--- config.mk ---
export PLATFORM = sky130hd
export DESIGN_NAME = delay_timer_arbiter
export DESIGN_NICKNAME = d
export VERILOG_FILES = /design/src/rtl/delay_timer_arbiter.sv
export SDC_FILE = /design/constraint.sdc
export NUM_CORES = 1
export LEC_CHECK = 0
export BUFFER_PORTS_ARGS = -buffer_cell sky130_fd_sc_hd__buf_2
export CAP_MARGIN = 10
export CELL_PAD_IN_SITES_DETAIL_PLACEMENT = 0
export CELL_PAD_IN_SITES_GLOBAL_PLACEMENT = 2
export CORE_UTILIZATION = 34
export DETAILED_ROUTE_END_ITERATION = 10
export GPL_TIMING_DRIVEN = 1
export PLACE_DENSITY = 0.89
export SETUP_SLACK_MARGIN = 0.02
export SYNTH_ARGS = -nofsm -noshare
export SYNTH_HDL_FRONTEND = slang
export SYNTH_SLANG_ARGS = --single-unit
--- constraint.sdc ---
create_clock -name clock -period 9 [get_ports clock]
set_clock_uncertainty 0.1 [all_clocks]
set_input_delay 1.8 -clock clock [delete_from_list [all_inputs] [get_ports clock]]
set_output_delay 1.8 -clock clock [all_outputs]
set_load 0.01 [all_outputs]
--- src/rtl/delay_timer_arbiter.sv ---
// delay_timer_arbiter
// One shared delay counter, lent to up to N_REQ requesters in round-robin
// order. The owner holds req high while it waits. It gets a one-cycle done
// pulse exactly target cycles after its grant rises. Dropping req early
// releases the counter without a done pulse.
module delay_timer_arbiter #(
   parameter int N_REQ = 4,
   parameter int CNT_W = 31,
   parameter int IDX_W = 2
) (
   input  logic                   clock,
   input  logic                   reset,
   input  logic [N_REQ-1:0]       req,
   input  logic [N_REQ*CNT_W-1:0] delay_len,
   output logic [N_REQ-1:0]       grant,
   output logic [N_REQ-1:0]       done,
   output logic                   busy,
   output logic [IDX_W-1:0]       owner
);

   typedef enum logic [1:0] {
      IDLE   = 2'd0,
      COUNT  = 2'd1,
      FINISH = 2'd2
   } state_t;

   state_t           state;
   state_t           state_next;
   logic [CNT_W-1:0] counter;
   logic [CNT_W-1:0] counter_next;
   logic [CNT_W-1:0] target;
   logic [CNT_W-1:0] target_next;
   logic [N_REQ-1:0] grant_next;
   logic [N_REQ-1:0] done_next;
   logic [IDX_W-1:0] owner_next;
   logic [IDX_W-1:0] rr_ptr;       // first index to scan on the next arbitration
   logic [IDX_W-1:0] rr_ptr_next;
   logic [IDX_W-1:0] owner_succ;
   logic             pick_valid;
   logic [IDX_W-1:0] pick_idx;
   logic [CNT_W-1:0] pick_len;
   logic             expire;
   logic             abort;

   // One length slice per requester, taken from the flat bus.
   logic [CNT_W-1:0] len_arr [N_REQ];
   for (genvar g = 0; g < N_REQ; g++) begin : g_len
      assign len_arr[g] = delay_len[g*CNT_W +: CNT_W];
   end

   // Round-robin pick: the first requesting index at or after rr_ptr, with wrap.
   always_comb begin
      int cand;
      // NOTE: every combinational output gets a default before any branch, so no latch is inferred.
      cand       = 0;
      pick_valid = 1'b0;
      pick_idx   = '0;
      for (int i = 0; i < N_REQ; i++) begin
         cand = int'(rr_ptr) + i;
         if (cand >= N_REQ) cand = cand - N_REQ;
         if (!pick_valid && req[IDX_W'(cand)]) begin
            pick_valid = 1'b1;
            pick_idx   = IDX_W'(cand);
         end
      end
   end

   // A zero length would never expire, so it is treated as one cycle.
   assign pick_len   = (len_arr[pick_idx] == '0) ? CNT_W'(1) : len_arr[pick_idx];
   assign expire     = (counter == target - CNT_W'(1));
   assign abort      = ~req[owner];
   assign owner_succ = (owner == IDX_W'(N_REQ - 1)) ? '0 : owner + IDX_W'(1);
   assign busy       = |grant;

   // State register.
   always_ff @(posedge clock or posedge reset) begin
      // NOTE: sequential state uses non-blocking assignments only, so every register samples pre-edge values.
      if (reset) state <= IDLE;
      else       state <= state_next;
   end

   // Next-state logic. Expiry takes priority over a same-cycle req drop.
   always_comb begin
      state_next = state;
      case (state)
         IDLE:    if (pick_valid) state_next = COUNT;
         COUNT: begin
            if (expire)     state_next = FINISH;
            else if (abort) state_next = IDLE;
         end
         FINISH:  state_next = IDLE;
         default: state_next = IDLE;
      endcase
   end

   // Output logic: next values for the registered grant/done and the datapath.
   always_comb begin
      grant_next   = grant;
      done_next    = '0;
      owner_next   = owner;
      target_next  = target;
      counter_next = counter;
      rr_ptr_next  = rr_ptr;
      case (state)
         IDLE: begin
            grant_next   = '0;
            counter_next = '0;
            if (pick_valid) begin
               grant_next[pick_idx] = 1'b1;
               owner_next           = pick_idx;
               target_next          = pick_len;
            end
         end
         COUNT: begin
            counter_next = counter + CNT_W'(1);
            if (expire) begin
               done_next[owner] = 1'b1;
            end else if (abort) begin
               grant_next  = '0;
               rr_ptr_next = owner_succ;
            end
         end
         FINISH: begin
            grant_next  = '0;
            rr_ptr_next = owner_succ;
         end
         default: grant_next = '0;
      endcase
   end

   // Registered outputs and datapath, all cleared asynchronously by reset.
   always_ff @(posedge clock or posedge reset) begin
      if (reset) begin
         grant   <= '0;
         done    <= '0;
         owner   <= '0;
         target  <= '0;
         counter <= '0;
         rr_ptr  <= '0;
      end else begin
         grant   <= grant_next;
         done    <= done_next;
         owner   <= owner_next;
         target  <= target_next;
         counter <= counter_next;
         rr_ptr  <= rr_ptr_next;
      end
   end

endmodule
==> results.ini, run 1 <==
[cts]
cts_tree=built
path_clk_slew_ns=0.05
clk_latency_ns=0.34
clock-sinks=76
clockBufferDepth=2
cts.root.buffer_cell=clkbuf_16
cts_hold_buffers=0
numCtsBuffers=9
h-tree-depth=3
postCtsResizedCells=0
post_cts_buffers=0

[drt]
drtIter0Drc=232
drcViolationCount=0
viasPerCell=5.15
routedWlPerCell_um=15.0
num_vias=4818
drt_wl_total_mm=14.0
ant_nets=0
drtPass1Iterations=5

[timing]
rsz0062_at_grt=no
slew_headroom_pct=30.6
finalHoldViolCount=0
slew_violations=0
worstMarginPinSlew_ns=1.04
clock.fmax_mhz=232
setup_viol=0
min_period_over_period_pct=47.9
fin_tns_setup_ns=0
min_period_ns=4.31
layout_setup_ws_ns=4.69

[worst_setup_path]
r2r_cells=9
critical_path_class=primary input to register
cp_max_fo=65
setup.worst_path.end_class=register
crit_arrival_ns=4.46
crit_path_start_kind=primary input
cp_data_required_time_ns=9.15

[status]
outcome=finished, final reports clean

[min_path]
hold_path_class=register to register
hold_depth=2

[logic_synthesis]
yosysMostFrequentCell=dfrtp_1
syn-num-nets=735
yosysUniqueCellTypes=53
synth-edff-count=0
synth_compound_area_share_pct=13.1
synth.yosys.warnings=0
synth_fa_ha_area_share_pct=1.85
ys_async_sr_fraction_pct=100
ys_dominant_reg_cell=dfrtp_1
yosys.area_share.xor_xnor_pct=7.29
synthTopCellsByCount=dfrtp_1 (76), o21ai_0 (68), nand2_1 (67)
synthCells=597
synth-simple-area-share_pct=20.7
synth_area_per_cell_um2=9.05
synth_top_area_share_pct=35.2
synth_top_area_cell=dfrtp_1
netlist_area_um2=5410
netlist_top_cells_area=dfrtp_1 (35%), mux2i_1 (11%), mux2_2 (6.7%), o21ai_0 (6.3%), nand2_1 (4.7%)
ys_ff_latch=76
synth_top_family_by_area=simple AND/OR/NAND/NOR gates
ys_seq_area_share_pct=35.2
muxShareOfSynthArea_pct=18.8

[placed_design]
placed_area_um2=6290
pre_cts_ws_ns=4.31
gp_congestion=0.833
dpl.hpwl_mm=11.0
portBuffers=140

[run]
drv_cap=0

[pwr]
vdd_drop_max_v=0.000116
powerDensity_nw_per_um2=271
p_leak_nw=3.04

[final_layout]
syn_to_final_growth_pct=22.1
finalCoreUtilization_pct=42.9
antenna_cells=0
nets=858
final_area_um2=6600
drive_above_1_share_pct=28.4

[floorplanning]
core_um2=15400
die_h_um=128
rows=45
ios=141
fp.dieW_um=128
start_util_pct=35.2
design.die.area_um2=16400

[global_routing]
antenna_found_initial=0
grt-ovfl-total=0
grt_pass1_vias=4540
grt_use_total_pct=17.8
grt_max_degree=77
grt_pass1_wl_mm=23.0

==> report_power, final <==
group	internal (mW)	switching (mW)
sequential	0.441	0.151
clock	0.229	0.135
combinational	0.382	0.450
total	1.05	0.736
==> cell usage in the layout (no fill, tap or decap), drive strengths merged, types with 8 or more instances in the layout <==
| cell | count |
|---|---|
| ha | 8 |
| o21ai | 69 |
| mux2i | 60 |
| o211ai | 8 |
| nand3 | 30 |
| mux2 | 34 |
| clkbuf | 12 |
| xor2 | 25 |
| and3 | 9 |
| or4 | 8 |
| nor3 | 14 |
| o31ai | 9 |
| a21oi | 13 |
| dfrtp | 76 |
| nor2 | 21 |
| buf | 143 |
| xnor2 | 20 |
| nand4 | 19 |
| nor4 | 13 |
| inv | 13 |
| nand2 | 67 |
==> cell type report <==
type                    count  area [um2]
fillers                  1500        8770
multi-input cells         477        3360
flip-flops and latches     76        1900
repair buffers            143         723
well taps                 211         264
clock buffers              12         256
inverters                  13        48.8
clock inverters             4        47.5
==> cells by family after synthesis <==
| kind of cell | after synthesis |
|---|---|
| and+or+nand+nor | 212 |
| DFF | 76 |
| muxes | 95 |
| xor gates and xnor gates | 45 |
| buffers and inverters | 44 |
| AOI/OAI and AO/OA | 117 |
| adders and majority gates | 8 |
==> flip-flops by register name, summed over array words and instances, names as in the netlist <==
| register | count |
|---|---|
| counter | 31 |
| target | 31 |
| done | 4 |
| grant | 4 |
| owner | 2 |
| rr_ptr | 2 |
| state | 2 |
==> routing by layer <==
layer	wire length [um]	global-route usage (%)	part of all wire [%]
met1	6730	24.3	48
met2	6460	29.1	46
met3	637	2.30	4.5
met4	186	6.09	1.3
met5	0	0	0
==> final timing paths <==
check | start | to | slack (ns)
setup / recovery | req[2] | target[0] | 4.69
hold / removal | target[30] | target[30] | 0.40
setup reg to reg | target[0] | rr_ptr[1] | 5.36
hold reg to reg | target[30] | target[30] | 0.40
max in group asynchronous | reset | target[10] | 6.52
min in group asynchronous | reset | counter[8] | 1.64
==> critical path, stage by stage <==
cell	delay [ns]
buf_2	0.13
mux2i_1	0.13
o22ai_1	0.18
nor2_4	0.13
buf_4	0.73
mux2i_1	0.28
mux2_2	0.20
nand4_1	0.12
nor4_1	0.39
nand4_1	0.12
a31oi_1	0.17
==> metrics by stage <==
step	instances	total power, mW	hold slack, ns
2_1_floorplan	597	1.21	0.369
5_1_grt	936	1.93	0.432
6_report	936	1.79	0.396
3_3_place_gp	920	1.42	0.394
3_5_place_dp	920	1.43	0.394
4_1_cts	936	1.80	0.406
Power figures use the tool's default switching activity.
==> inputs of run 2 (changes only) <==
CORE_UTILIZATION = 29   (was 34)
PLACE_DENSITY = 0.82   (was 0.89)
clock period = 3.9 ns   (was 9 ns; I/O delays follow)
==> run 2 against run 1 <==
  * Count of clock-buffer cells in the layout is 1 higher
  * Non-clock buffer count increased by 6
  * Worst setup slack got worse by 4.2 ns
  * Cell area rose by 0.70%
  * Total power up 130%
  * Sequential share of layout area decreased by 0.20 points
  * Core utilization down 6.2 points
  * Via count down 1.5%
  * First-iteration DRC count grew 40%
  * Global-route usage down 2.3 points
  * Cell count rose by 2.5%
  * Combinational power up 140%
==> results.ini, run 2 (synthesis results as in run 1) <==
[status]
outcome=finished, final reports clean

[cts]
clk_latency_ns=0.34  ; about the same
path_clk_slew_ns=0.06  ; about the same
clock-sinks=76  ; unchanged
postCtsResizedCells=0  ; unchanged
h-tree-depth=3  ; unchanged
post_cts_buffers=0  ; unchanged
cts_hold_buffers=0  ; unchanged
cts.root.buffer_cell=clkbuf_16
clockBufferDepth=2  ; unchanged
cts_tree=built
numCtsBuffers=9  ; unchanged

[final_layout]
reg.largest.list=counter x31, target x31
seqCellArea_um2=1900  ; unchanged
nFillCells=1823  ; +22%
nets=864  ; +0.70%
syn_to_final_growth_pct=22.9
drive_above_1_share_pct=28.8  ; +0.35 points
layout_commonest_cell=buf_2
antenna_cells=0  ; unchanged
final_area_um2=6640  ; +0.70%
final_cell_mix=buf_2 (140), dfrtp_1 (76), o21ai_0 (68)
multi_input_area_um2=3360  ; unchanged

[worst_setup_path]
cp_data_required_time_ns=4.01  ; -5.14 ns
reg2reg_setup_slack_ns=0.51  ; -4.85 ns
setup.worst_path.end_class=register
critical_path_class=register to register
r2r_end=rr_ptr[0]
cp_max_fo=11  ; -83%
r2r_cells=8  ; -1
crit_arrival_ns=3.50  ; -0.96 ns
r2r_start=target[7]
crit_path_start_kind=register

[timing]
min_period_ns=3.39
clock.fmax_mhz=295
rsz0062_at_grt=no
slew_headroom_pct=31.4  ; +0.81 points
min_period_over_period_pct=86.9
finalHoldViolCount=0  ; unchanged
worstMarginPinSlew_ns=1.03  ; -0.0122 ns
fin_tns_setup_ns=0  ; unchanged
slew_violations=0  ; unchanged
setup_viol=0  ; unchanged

[floorplanning]
ios=141  ; unchanged
start_util_pct=29.9  ; -5.3 points
fp.dieW_um=139  ; +8.2%
design.die.area_um2=19200  ; +17%
die_h_um=139  ; +8.2%
core_um2=18100  ; +18%
rows=49  ; +8.9%

[placed_design]
placed_area_um2=6370  ; +1.3%
portBuffers=140  ; unchanged
dpl.hpwl_mm=11.4  ; +3.7%
gp_congestion=0.849  ; +1.9%

[drt]
ant_nets=0  ; unchanged
viasPerCell=4.95  ; -3.8%
drcViolationCount=0  ; unchanged
num_vias=4748  ; -1.5%
routedWlPerCell_um=14.7  ; -1.5%
drtIter0Drc=324  ; +40%
drt_wl_total_mm=14.1  ; +0.95%
drtPass1Iterations=4  ; -1

[global_routing]
antenna_found_initial=0  ; unchanged
grt_pass1_vias=4662  ; +2.7%
grt-ovfl-total=0  ; unchanged
grt_pass1_wl_mm=23.8  ; +3.5%
grt_max_degree=63  ; -18%
grt_use_total_pct=15.5  ; -2.3 points

[min_path]
hold_depth=2  ; unchanged
hp-start=target[30]
hold_end=target[30]
hold_path_class=register to register

[pwr]
vdd_drop_max_v=0.000327  ; +180%
powerDensity_nw_per_um2=618  ; +130%
p_leak_nw=3.06  ; +0.69%

[run]
drv_cap=0  ; unchanged

[run 2: cell types whose count changed in the layout (fill, tap and decap cells not counted)]
| cell | delta |
|---|---|
| clkinvlp_4 | -1 |
| clkbuf_1 | +1 |
| buf_4 | +5 |
| bufinv_16 | -1 |
| buf_12 | +1 |
[run 2: routing by layer]
metal	track usage [%]	vias to the layer above	share of wire, %
met1	21.1	2148	50
li1	-	2450	-
met2	25.1	138	45
met3	2.36	12	3.8
met5	0	-	0
met4	5.03	0	1.4
[run 2: power by group]
group	internal [mW]	leakage, nW	switching, mW
Combinational	0.912	1.94	1.06
Clock	0.460	0.135	0.303
Sequential	1.02	0.989	0.357
[run 2: worst max-delay path, stage by stage, from the launching register on]
cell and delay [ns]:
dfrtp_1 0.43, nor4_1 0.59, nand3_1 0.32, o41a_1 0.47
nor3_1 0.20, o2111a_1 0.23, and4_1 0.40, nand3b_4 0.22
mux2_4 0.30
[run 2: through the flow]
stage               worst slack, ns  std cells  hold slack [ns]  power (mW)  utilization [%]
floorplan                     0.807        597            0.369        2.79                -
global placement              0.568        944            0.411        3.34             35.2
detailed placement            0.511        944            0.413        3.37             35.2
CTS                           0.509        959            0.425        4.15             36.7
global route                  0.328        959            0.456        4.44             36.7
finish                        0.510        959            0.419        4.11             36.7
[run 2: worst max path at each step]
stage          startpoint   endpoint  slack (ns)  cells after the start
2_1_floorplan      req[2]  target[0]        0.81                     11
3_3_place_gp    target[4]  rr_ptr[1]        0.57                      9
3_5_place_dp       req[0]  target[0]        0.51                     11
4_1_cts         target[7]  rr_ptr[0]        0.51                      8
5_1_grt         target[7]  rr_ptr[0]        0.33                      9
6_report        target[7]  rr_ptr[0]        0.51                      8
[run 2: layout make-up]
cell class	instances	share of cell area [%]
multi-input combinational	477	50.5
sequential	76	28.6
timing repair buffer	149	11.8
tap	229	4.31
clock buffer	13	3.92
inverter	13	0.734
clock inverter	2	0.151
==> inputs of run 3 (changes only) <==
CORE_UTILIZATION = 32   (was 29)
HOLD_SLACK_MARGIN = 0.08   (was unset)
PLACE_DENSITY = 0.85   (was 0.82)
TNS_END_PERCENT = 50   (was unset)
clock period = 3.6 ns   (was 3.9 ns; I/O delays follow)
==> run 3 against run 2 <==
  * Register-to-register slack got worse by 0.18 ns
  * Routed wire length increased by 1.8%
  * First-iteration DRC count decreased by 1.5%
  * Highest routed layer unchanged
  * Cell count decreased by 0.63%
  * Worst setup slack got worse by 0.18 ns
  * Sequential power increased by 7%
  * Global-route usage increased by 1.7 points
  * Core utilization increased by 3.8 points
  * Clock power increased by 15%
  * Die area decreased by 9.2%
==> results.ini, run 3 (synthesis results as in run 1) <==
[timing]
rsz0062_at_grt=no
worstMarginPinSlew_ns=1.06  ; +0.0284 ns
finalHoldViolCount=0  ; unchanged
setup_viol=0  ; unchanged
clock.fmax_mhz=306  ; +3.8%
min_period_ns=3.27  ; -0.123 ns
slew_violations=0  ; unchanged
slew_headroom_pct=29.5  ; -1.9 points
fin_tns_setup_ns=0  ; unchanged
min_period_over_period_pct=90.7  ; +3.8 points

[final_layout]
multi_input_area_um2=3360  ; unchanged
final_area_um2=6700  ; +0.77%
seqCellArea_um2=1900  ; unchanged
nFillCells=1607  ; -12%
final_cell_mix=buf_2 (140), dfrtp_1 (76), o21ai_0 (68)
antenna_cells=0  ; unchanged
drive_above_1_share_pct=28.9  ; +0.16 points
layout_commonest_cell=buf_2
syn_to_final_growth_pct=23.9
nets=867  ; +0.35%
reg.largest.list=counter x31, target x31

[drt]
drtPass1Iterations=4  ; unchanged
m1WireLength_mm=7.11  ; +0.68%
drt_wl_total_mm=14.4  ; +1.8%
ant_nets=0  ; unchanged
viasPerCell=5.07  ; +2.3%
wl_met3_um=585  ; +9.1%
top_layer=met4
num_vias=4828  ; +1.7%
drcViolationCount=0  ; unchanged
routedWlPerCell_um=15.1  ; +2.5%
wl_met2_mm=6.51  ; +2.7%
drtIter0Drc=319  ; -1.5%

[placed_design]
portBuffers=140  ; unchanged
dpl.hpwl_mm=11.4  ; +0.23%
placed_area_um2=6410  ; +0.57%
gp_congestion=0.916  ; +7.9%

[cts]
h-tree-depth=3  ; unchanged
post_cts_buffers=0  ; unchanged
path_clk_slew_ns=0.06  ; about the same
numCtsBuffers=9  ; unchanged
cts_tree=built
postCtsResizedCells=0  ; unchanged
clk_latency_ns=0.33  ; about the same
clockBufferDepth=2  ; unchanged
cts.root.buffer_cell=clkbuf_16
clock-sinks=76  ; unchanged
cts_hold_buffers=0  ; unchanged

[status]
outcome=finished, final reports clean

[worst_setup_path]
setup.worst_path.end_class=register
crit_path_start_kind=register
critical_path_class=register to register
crit_arrival_ns=3.40  ; -0.10 ns
cp_data_required_time_ns=3.73  ; -0.28 ns
cp_max_fo=10  ; -1

[global_routing]
grt_pass1_wl_mm=24.1  ; +1.5%
grt_use_total_pct=17.2  ; +1.7 points
grt_pass1_vias=4751  ; +1.9%
antenna_found_initial=0  ; unchanged
grt-ovfl-total=0  ; unchanged
grt_max_degree=66  ; +4.8%

[run]
drv_cap=0  ; unchanged

[floorplanning]
die_h_um=132  ; -4.7%
core_um2=16500  ; -8.6%
start_util_pct=32.7  ; +2.8 points
design.die.area_um2=17400  ; -9.2%
fp.dieW_um=132  ; -4.7%
rows=47  ; -4.1%
ios=141  ; unchanged

[pwr]
p_leak_nw=3.09  ; +0.97%
powerDensity_nw_per_um2=681  ; +10%
vdd_drop_max_v=0.000534  ; +63%

[min_path]
hold_path_class=register to register

run 3: cell count changes in the layout (fill, tap and decap cells not counted), sizes merged:
cell,delta
clkinv,-1
buf,+3
bufinv,+1
run 3: final cells by class:
class	instances	share of cell area [%]
Clock buffer	13	3.74
Clock inverter	2	0.523
Inverter	13	0.729
Multi-Input combinational cell	477	50.1
Sequential cell	76	28.4
Tap cell	220	4.11
Timing Repair Buffer	152	12.4
run 3: per-layer routing:
metal / global-route usage [%] / up-vias
met5: 0 / -
li1: - / 2450
met1: 23.8 / 2233
met3: 2.73 / 13
met4: 5.10 / 0
met2: 27.5 / 132
run 3: through the flow:
| stage | hold WS, ns | utilization (%) | setup WS, ns | total power, mW | cells |
|---|---|---|---|---|---|
| 5_1_grt | 0.464 | 40.5 | 0.149 | 4.91 | 953 |
| 6_report | 0.433 | 40.5 | 0.334 | 4.56 | 953 |
| 3_3_place_gp | 0.411 | 38.8 | 0.417 | 3.64 | 938 |
| 3_5_place_dp | 0.419 | 38.8 | 0.348 | 3.70 | 938 |
| 2_1_floorplan | 0.369 | - | 0.562 | 3.02 | 597 |
| 4_1_cts | 0.436 | 40.5 | 0.349 | 4.60 | 953 |
run 3: critical path, cell delays in order, from the launching register on:
cell,delay [ns]
dfrtp_1,0.44
or4_1,0.63
nor4_4,0.45
nand3_1,0.14
nor3b_1,0.17
o2111a_1,0.27
and4_1,0.23
buf_4,0.17
or2_1,0.27
o41ai_2,0.31
run 3: worst paths after layout:
check	startpoint	to	slack, ns	cells after the start
worst max-delay path	target[7]	grant[3]	0.33	9
worst min-delay path	target[30]	target[30]	0.43	2
worst max register to register	target[7]	grant[3]	0.33	9
worst min register to register	target[30]	target[30]	0.43	2
max in group asynchronous	reset	grant[2]	2.24	3
min in group asynchronous	reset	counter[6]	0.46	2
run 3: power breakdown:
group	leakage [nW]	switching [mW]	internal (mW)
logic	1.96	1.19	1.02
registers	0.989	0.365	1.10
clock network	0.140	0.329	0.551
